### config.mk
export PLATFORM = sky130hd
export DESIGN_NAME = load_store_unit
export DESIGN_NICKNAME = d
export VERILOG_FILES = /design/src/rtl/pa_riscv.sv /design/src/rtl/lsu_align.sv /design/src/rtl/load_store_unit.sv
export SDC_FILE = /design/constraint.sdc
export NUM_CORES = 1
export LEC_CHECK = 0
export CAP_MARGIN = 5
export CORE_UTILIZATION = 40
export DETAILED_ROUTE_END_ITERATION = 10
export HOLD_SLACK_MARGIN = 0.06
export PLACE_DENSITY_LB_ADDON = 0.12
export SETUP_SLACK_MARGIN = 0.02
export SKIP_CTS_REPAIR_TIMING = 1
export SLEW_MARGIN = 20
export SYNTH_ARGS = -nofsm -noshare
export SYNTH_HDL_FRONTEND = slang
export SYNTH_SLANG_ARGS = --single-unit
### constraint.sdc
create_clock -name i_clk -period 2.3 [get_ports i_clk]
set_input_delay 0.345 -clock i_clk [delete_from_list [all_inputs] [get_ports i_clk]]
set_output_delay 0.345 -clock i_clk [all_outputs]
set_load 0.005 [all_outputs]
### src/rtl/pa_riscv.sv
// rtl/pa_riscv.sv - shared RISC-V core types for the load/store stage
package pa_riscv;

  typedef enum logic [2:0] {
    LB  = 3'b000,
    LH  = 3'b001,
    LW  = 3'b010,
    LBU = 3'b100,
    LHU = 3'b101
  } load_funct3_e;

  typedef enum logic [2:0] {
    SB = 3'b000,
    SH = 3'b001,
    SW = 3'b010
  } store_funct3_e;

  typedef enum logic [1:0] {
    ERR_NONE     = 2'b00,
    ERR_MISALIGN = 2'b01,
    ERR_TIMEOUT  = 2'b10,
    ERR_ILLEGAL  = 2'b11
  } err_code_e;

  typedef enum logic [1:0] {
    IDLE   = 2'b00,
    ACCESS = 2'b01,
    RESP   = 2'b10
  } lsu_state_e;

endpackage

### src/rtl/lsu_align.sv
// rtl/lsu_align.sv - byte enables, store replication, access checks and load extension
module lsu_align
  import pa_riscv::*;
(
  input  logic [2:0]  funct3,
  input  logic        we,
  input  logic [1:0]  addr_lo,
  input  logic [31:0] store_data,
  output logic [3:0]  be,
  output logic [31:0] wdata,
  output err_code_e   err,
  input  logic [2:0]  ld_funct3,
  input  logic [1:0]  ld_off,
  input  logic [31:0] rdata,
  output logic [31:0] load_data
);

  logic illegal;
  logic misalign;
  logic [7:0]  byte_lane;
  logic [15:0] half_lane;

  // funct3[1:0] encodes width for both loads and stores; bit 2 only means unsigned for loads
  always_comb begin
    be    = 4'b0000;
    wdata = store_data;
    case (funct3[1:0])
      2'b00: begin
        be    = 4'b0001 << addr_lo;
        wdata = {4{store_data[7:0]}};
      end
      2'b01: begin
        be    = 4'b0011 << {addr_lo[1], 1'b0};
        wdata = {2{store_data[15:0]}};
      end
      default: begin
        be    = 4'b1111;
        wdata = store_data;
      end
    endcase
  end

  always_comb begin
    if (we)
      illegal = funct3[2] | (funct3[1:0] == 2'b11);
    else
      illegal = (funct3[1:0] == 2'b11) | (funct3 == 3'b110);
    misalign = ((funct3[1:0] == 2'b01) & addr_lo[0]) |
               ((funct3[1:0] == 2'b10) & (addr_lo != 2'b00));
    if (illegal)
      err = ERR_ILLEGAL;
    else if (misalign)
      err = ERR_MISALIGN;
    else
      err = ERR_NONE;
  end

  always_comb begin
    byte_lane = rdata[{ld_off, 3'b000} +: 8];
    half_lane = ld_off[1] ? rdata[31:16] : rdata[15:0];
    case (ld_funct3)
      LB:      load_data = {{24{byte_lane[7]}}, byte_lane};
      LH:      load_data = {{16{half_lane[15]}}, half_lane};
      LW:      load_data = rdata;
      LBU:     load_data = {24'd0, byte_lane};
      LHU:     load_data = {16'd0, half_lane};
      default: load_data = 32'd0;
    endcase
  end

endmodule

### src/rtl/load_store_unit.sv
// rtl/load_store_unit.sv - data-memory access stage with valid/ready bus and timeout
module load_store_unit
  import pa_riscv::*;
#(
  parameter int TIMEOUT = 16
) (
  input  logic        i_clk,
  input  logic        i_arst_n,
  input  logic        i_req,
  input  logic        i_we,
  input  logic [2:0]  i_funct3,
  input  logic [31:0] i_addr,
  input  logic [31:0] i_storeData,
  output logic        o_stall,
  output logic        o_done,
  output logic [31:0] o_loadData,
  output logic        o_error,
  output logic [1:0]  o_errCode,
  output logic        o_memValid,
  output logic        o_memWe,
  output logic [31:0] o_memAddr,
  output logic [3:0]  o_memBe,
  output logic [31:0] o_memWdata,
  input  logic        i_memReady,
  input  logic [31:0] i_memRdata
);

  localparam int CW = $clog2(TIMEOUT + 1);
  localparam logic [CW-1:0] CNT_LAST = CW'(TIMEOUT - 1);
  localparam logic [CW-1:0] CNT_MAX  = {CW{1'b1}};

  lsu_state_e    state;
  logic [CW-1:0] cnt;
  logic [2:0]    ld_funct3;
  logic [1:0]    ld_off;
  logic [3:0]    req_be;
  logic [31:0]   req_wdata;
  err_code_e     req_err;
  logic [31:0]   load_ext;

  lsu_align u_align (
    .funct3     (i_funct3),
    .we         (i_we),
    .addr_lo    (i_addr[1:0]),
    .store_data (i_storeData),
    .be         (req_be),
    .wdata      (req_wdata),
    .err        (req_err),
    .ld_funct3  (ld_funct3),
    .ld_off     (ld_off),
    .rdata      (i_memRdata),
    .load_data  (load_ext)
  );

  assign o_stall = ((state == IDLE) & i_req) | (state == ACCESS);

  always_ff @(posedge i_clk or negedge i_arst_n) begin
    if (!i_arst_n) begin
      state      <= IDLE;
      cnt        <= '0;
      ld_funct3  <= 3'b000;
      ld_off     <= 2'b00;
      o_done     <= 1'b0;
      o_loadData <= 32'd0;
      o_error    <= 1'b0;
      o_errCode  <= ERR_NONE;
      o_memValid <= 1'b0;
      o_memWe    <= 1'b0;
      o_memAddr  <= 32'd0;
      o_memBe    <= 4'b0000;
      o_memWdata <= 32'd0;
    end else begin
      o_done <= 1'b0;
      case (state)
        IDLE: begin
          if (i_req) begin
            if (req_err != ERR_NONE) begin
              // rejected before any bus traffic
              state      <= RESP;
              o_done     <= 1'b1;
              o_error    <= 1'b1;
              o_errCode  <= req_err;
              o_loadData <= 32'd0;
            end else begin
              state      <= ACCESS;
              cnt        <= '0;
              o_memValid <= 1'b1;
              o_memWe    <= i_we;
              o_memAddr  <= {i_addr[31:2], 2'b00};
              o_memBe    <= req_be;
              o_memWdata <= req_wdata;
              ld_funct3  <= i_funct3;
              ld_off     <= i_addr[1:0];
            end
          end
        end
        ACCESS: begin
          if (i_memReady) begin
            state      <= RESP;
            o_memValid <= 1'b0;
            o_done     <= 1'b1;
            o_error    <= 1'b0;
            o_errCode  <= ERR_NONE;
            o_loadData <= o_memWe ? 32'd0 : load_ext;
          end else if (cnt == CNT_LAST) begin
            state      <= RESP;
            o_memValid <= 1'b0;
            o_done     <= 1'b1;
            o_error    <= 1'b1;
            o_errCode  <= ERR_TIMEOUT;
            o_loadData <= 32'd0;
          end else if (cnt != CNT_MAX) begin
            cnt <= cnt + CW'(1);
          end
        end
        RESP: begin
          state      <= IDLE;
          o_error    <= 1'b0;
          o_errCode  <= ERR_NONE;
          o_loadData <= 32'd0;
        end
        default: state <= IDLE;
      endcase
    end
  end

endmodule

==> out/results.tsv, run 1 <==
metric	value	unit
routed vias	4836	
wire per inst	17.84	um
die area	0.01419	mm^2
synth unique cells	49	
Root Driver	clkbuf_16	
Crit Path Max Fanout	5	
ys async rst share	1.000	
Post-Syn Area	0.005487	mm^2
ys flop type	dfrtp_1	
commonest non-fill, non-tap cell in the layout	clkdlybuf4s50_1	
Setup Viol. Count Final	5	
hold wc startpoint	o_loadData[13]	
worst vdd ir	0.0009941	V
Sink Count	116	
most used cell along the critical path	ha_2	
Critical Path AT	2.70	ns
Post-Route Utilization	0.6467	
Final Max Tran Viols	0	
P_leak	3.614	nW
Max H-tree Level	4	
Hold Path Depth	1	
Die Span Y	119.1	um
Num CTS Buffers	17	
initial core utilization	0.4127	
fin crit period	2.364	ns
Setup WS post-layout	-0.06372	ns
routed wire length	16160	um
CTS tree	yes	
crit-path max cell delay	0.48	ns
Critical Path Slowest Stage Cell	or4b_1	
CP cell instances	ha_2 -> and3_4 -> ha_2 -> or4b_1 -> a221o_2 -> or3_1 -> a21oi_1	
gr ovfl total	0	
Fillers	1071	
drt drc	0	
flop2flop setup slack	-0.06	ns
Routed Antenna Nets	0	
initial drt markers	214	
Critical R2R Capture	cnt[3]	
r2r startpoint	cnt[1]	
pwr/cell area	1151	mW/mm^2
maximum clock frequency	0.4231	GHz
antenna violations before repair	0	
CTS Buffer Depth	2	
Pre-Repair DR Iteration Count	5	
MaxCap Viol Count	0	
met1 GRT Util	0.2838	
Skew-Pair Late Insertion Delay	0.41	ns
min-delay worst type	reg -> reg	
failing checks	negative setup slack	
Buffers on Ports	208	
die width	119.1	um
final worst path period share	1.028	
vias in the first global route	4951	
Hold Path Sink	o_loadData[13]	
Post-synth EDFFs	0	
CP Class	reg -> reg	
diodes inserted	0	
area of the core	0.01330	mm^2
vias per inst	5.338	
first-pass GRT wire length	26040	um
RePlAce Congestion	0.8638	
highest-count cells in the layout ignoring fill and taps	clkdlybuf4s50_1, dfrtp_1, mux2_2	
Syn-to-layout area delta	56.72	%
met2 usage	0.3852	
Setup Slack @ Placement	-0.06613	ns
boundary pin count	211	
slew at the pin closest to its max-slew limit	1.094	ns
final hold slack	0.4845	ns
CP startpoint kind	register	
Worst Clk Skew	0.009496	ns
Critical Path Sink Type	register	
num rows	42	
RSZ-0062 raised after global routing	true	
largest net degree at the start of global routing	117	
cell count after synthesis	484	
total power	9.897	mW
busiest layer in global routing	met2	
worst endpoint required time	2.64	ns
gr usage total	0.2360	
Ys Warns	0	
Worst Reg-to-Reg Cells	7	
layout cells sized above 1	0.1849	
register bit count reported by yosys	116	
Slew headroom	0.2678	
status	finished, violations left	
Clock transition at path regs	0.06	ns
Final Hold Fails	0	
sequential area share after synthesis	0.5291	
# nets final	828	
placed wire-length estimate	11610	um
Global Route met3 Usage	0.09579	
Avg Cell Area, Syn	11.34	um^2
==> synth_stat cells, types with 2 or more instances <==
cell type	number	area, um^2
a211oi_1	17	127.6
a21boi_0	2	15.01
a21oi_1	19	95.09
a221oi_1	12	105.1
a311o_1	3	30.03
a31oi_1	3	18.77
and3_1	4	25.02
buf_1	5	18.77
buf_2	7	35.03
buf_4	5	37.54
clkbuf_1	19	71.32
dfrtp_1	116	2903
ha_1	7	87.58
inv_1	7	26.28
mux2_2	49	551.8
mux2i_1	28	280.3
nand2_1	39	146.4
nand2b_1	8	50.05
nand3_1	15	75.07
nor2_1	21	78.83
nor2b_1	4	25.02
nor3b_1	2	15.01
o21ai_0	37	185.2
o2bb2ai_1	28	245.2
o31ai_1	2	15.01
or3_1	2	12.51
==> power by group <==
group | switching (mW) | internal, mW | total [mW]
Combinational | 1.72 | 2.45 | 4.17
Clock | 0.912 | 1.56 | 2.47
Sequential | 0.471 | 2.78 | 3.26
==> sequential cells by signal, summed over array words and instances (netlist names) <==
| name | cells |
|---|---|
| o_memWe | 1 |
| state | 2 |
| cnt | 5 |
| ld_off | 2 |
| o_done | 1 |
| o_memBe | 4 |
| o_error | 1 |
| o_loadData | 32 |
| o_memAddr | 30 |
| o_memWdata | 32 |
| ld_funct3 | 3 |
| o_memValid | 1 |
| o_errCode | 2 |
==> worst max path at each step <==
stage | start | end | slack, ns | depth (start not counted)
after CTS | cnt[1] | cnt[3] | -0.08 | 7
after global placement | i_funct3[0] | cnt[2] | -0.01 | 6
after global routing | cnt[1] | cnt[3] | -0.15 | 7
after floorplan | cnt[1] | cnt[3] | 0.02 | 7
final | cnt[1] | cnt[3] | -0.06 | 7
after detailed placement | cnt[1] | cnt[3] | -0.07 | 7
==> stage by stage <==
| step | setup TNS [ns] | std cells | area [um^2] |
|---|---|---|---|
| global placement | -0.01455 | 868 | 7961 |
| finish | -0.2162 | 906 | 8598 |
| CTS | -0.1671 | 900 | 8518 |
| detailed placement | -0.2132 | 868 | 7961 |
| global route | -0.5650 | 906 | 8598 |
| floorplan | 0 | 485 | 5500 |
==> cells by family after synthesis <==
| logic type | synth area share |
|---|---|
| simple gates | 0.09008 |
| compound gates | 0.1740 |
| mux | 0.1558 |
| buf+inv | 0.03444 |
| fa+ha+maj | 0.01596 |
| other cells | 0.0006835 |
| flops | 0.5291 |
==> layer usage <==
layer  wire length (um)  part of all wire  up-vias
met5                  0                 0        -
li1                   -                 -     2247
met1               6561              0.41     2387
met3               1307             0.081       20
met2               8040              0.50      182
met4                253             0.016        0
==> worst max-delay path, delay by kind of cell (launching register included) <==
kind	cells	cell delay [ns]
fa+ha+maj	2	0.37
simple gates	3	0.98
compound gates	2	0.54
flops	1	0.38
==> area by class of cell <==
type / count / area (um^2) / share of cell area
clock buffer: 23 / 478.0 / 0.05559
sequential: 116 / 2903 / 0.3376
multi-input combinational: 326 / 2445 / 0.2843
inverter: 7 / 26.28 / 0.003056
timing repair buffer: 249 / 2447 / 0.2846
clock inverter: 9 / 78.83 / 0.009168
tap: 176 / 220.2 / 0.02561
No activity file was read; power rests on OpenSTA's default activity.
==> inputs of run 2 (changes only) <==
--- a/config.mk
+++ b/config.mk
@@ -6,12 +6,11 @@
 export NUM_CORES = 1
 export LEC_CHECK = 0
 export CAP_MARGIN = 5
-export CORE_UTILIZATION = 40
+export CORE_UTILIZATION = 30
 export DETAILED_ROUTE_END_ITERATION = 10
 export HOLD_SLACK_MARGIN = 0.06
 export PLACE_DENSITY_LB_ADDON = 0.12
 export SETUP_SLACK_MARGIN = 0.02
-export SKIP_CTS_REPAIR_TIMING = 1
 export SLEW_MARGIN = 20
 export SYNTH_ARGS = -nofsm -noshare
 export SYNTH_HDL_FRONTEND = slang
==> out/results.tsv, run 2 (synthesis results as in run 1) <==
metric	value	unit
Slew headroom	0.2946	
drt drc	0	
Final Hold Fails	0	
largest net degree at the start of global routing	42	
gr ovfl total	0	
MaxCap Viol Count	0	
Setup Viol. Count Final	2	
maximum clock frequency	0.4189	GHz
Buffers on Ports	208	
area of the core	0.01796	mm^2
worst endpoint required time	2.64	ns
CTS Buffer Depth	2	
multi-input logic area	0.002457	mm^2
Setup WS post-layout	-0.08732	ns
CTS tree	yes	
fin crit period	2.387	ns
Pre-Repair DR Iteration Count	4	
highest-count cells in the layout ignoring fill and taps	clkdlybuf4s50_1, dfrtp_1, mux2_2	
diodes inserted	0	
Final Max Tran Viols	0	
Max H-tree Level	4	
total power	10.14	mW
Top Registers	o_loadData (32), o_memWdata (32), o_memAddr (30)	
status	finished, violations left	
Worst Reg-to-Reg Cells	7	
vias in the first global route	4850	
failing checks	negative setup slack	
num rows	49	
die area	0.01883	mm^2
routed wire length	16900	um
Critical Path Sink Type	register	
Worst Clk Skew	0.007589	ns
Syn-to-layout area delta	60.39	%
final worst path period share	1.038	
slew at the pin closest to its max-slew limit	1.056	ns
wire per inst	17.48	um
Die Span Y	137.2	um
placed insts	928	
Fillers	1650	
flop2flop setup slack	-0.09	ns
initial core utilization	0.3054	
# nets final	836	
commonest non-fill, non-tap cell in the layout	clkdlybuf4s50_1	
die width	137.2	um
pwr/cell area	1152	mW/mm^2
worst vdd ir	0.0005683	V
layout cells sized above 1	0.2005	
Register Area	0.002903	mm^2
initial drt markers	252	
gr usage total	0.1858	
RePlAce Congestion	0.7965	
Routed Antenna Nets	0	
first-pass GRT wire length	26440	um
antenna violations before repair	0	
Clock transition at path regs	0.06	ns
Critical Path AT	2.73	ns
min-delay worst type	in -> async	
r2r startpoint	cnt[0]	
CP Class	reg -> reg	
vias per inst	4.908	
Skew-Pair Late Insertion Delay	0.41	ns
Num CTS Buffers	17	
Root Driver	clkbuf_16	
Critical R2R Capture	cnt[3]	
placed wire-length estimate	12450	um
CP startpoint kind	register	
RSZ-0062 raised after global routing	true	
Crit Path Max Fanout	5	
boundary pin count	211	
Final Non-Filler Cells	967	
Sink Count	116	
P_leak	3.680	nW
routed vias	4746	
-- run 2: changes by cell type in the layout (fill, tap and decap cells not counted), moves of 2 or more --
cell	change
buf_4	+8
clkbuf_1	-3
bufinv_16	+2
clkinvlp_4	+2
-- run 2: per-stage QoR --
step	TNS [ns]	worst slack [ns]	area, um^2	hold slack [ns]	utilization
after floorplan	0	0.02453	5500	0.04941	-
after global placement	-0.003656	-0.002387	8093	0.3813	0.4505
after detailed placement	-0.09912	-0.03344	8093	0.3830	0.4505
after CTS	-0.09824	-0.05461	8716	0.4828	0.4852
after global routing	-0.3978	-0.1729	8800	0.4995	0.4899
final	-0.1529	-0.08732	8800	0.4679	0.4899
-- run 2: critical path: stages, from the launching register on --
cell and delay [ns]:
dfrtp_1 0.39, ha_2 0.19, and3_4 0.19, ha_4 0.15, or4b_4 0.50, a221o_2 0.43
or3_4 0.34, a21oi_2 0.13
-- run 2: worst max-delay path by stage --
| stage | startpoint | endpoint | slack (ns) | cells past startpoint |
|---|---|---|---|---|
| CTS | cnt[1] | cnt[3] | -0.05 | 7 |
| floorplan | cnt[1] | cnt[3] | 0.02 | 7 |
| detailed placement | cnt[1] | cnt[3] | -0.03 | 7 |
| global placement | cnt[1] | cnt[2] | -0.002 | 7 |
| global route | cnt[0] | cnt[3] | -0.17 | 7 |
| finish | cnt[0] | cnt[3] | -0.09 | 7 |
-- run 2: layout make-up --
class,instances,area share
flip-flops and latches,116,0.3299
well taps,229,0.03256
clock inverters,13,0.01792
multi-input cells,326,0.2793
clock buffers,19,0.05147
inverters,7,0.002986
repair buffers,257,0.2859
-- run 2: what timing repair did --
action | 4_1_cts | 5_1_grt
hold endpoints to repair | 36 | 0
hold buffers | 1 | 0
pin swaps | 0 | 3
buffers inserted | 0 | 6
endpoints found under the setup margin | 3 | 7
resized for setup | 1 | 10
-- run 2: power breakdown --
group,total [mW],switching (mW),internal (mW)
sequential,3.23,0.452,2.78
combinational,4.16,1.71,2.45
clock,2.74,0.987,1.75
-- run 2: metal layers --
metal	global-route usage	routed length, um
met5	0	0
met4	0.06166	262
met3	0.06917	1278
met2	0.2904	8086
met1	0.2360	7271
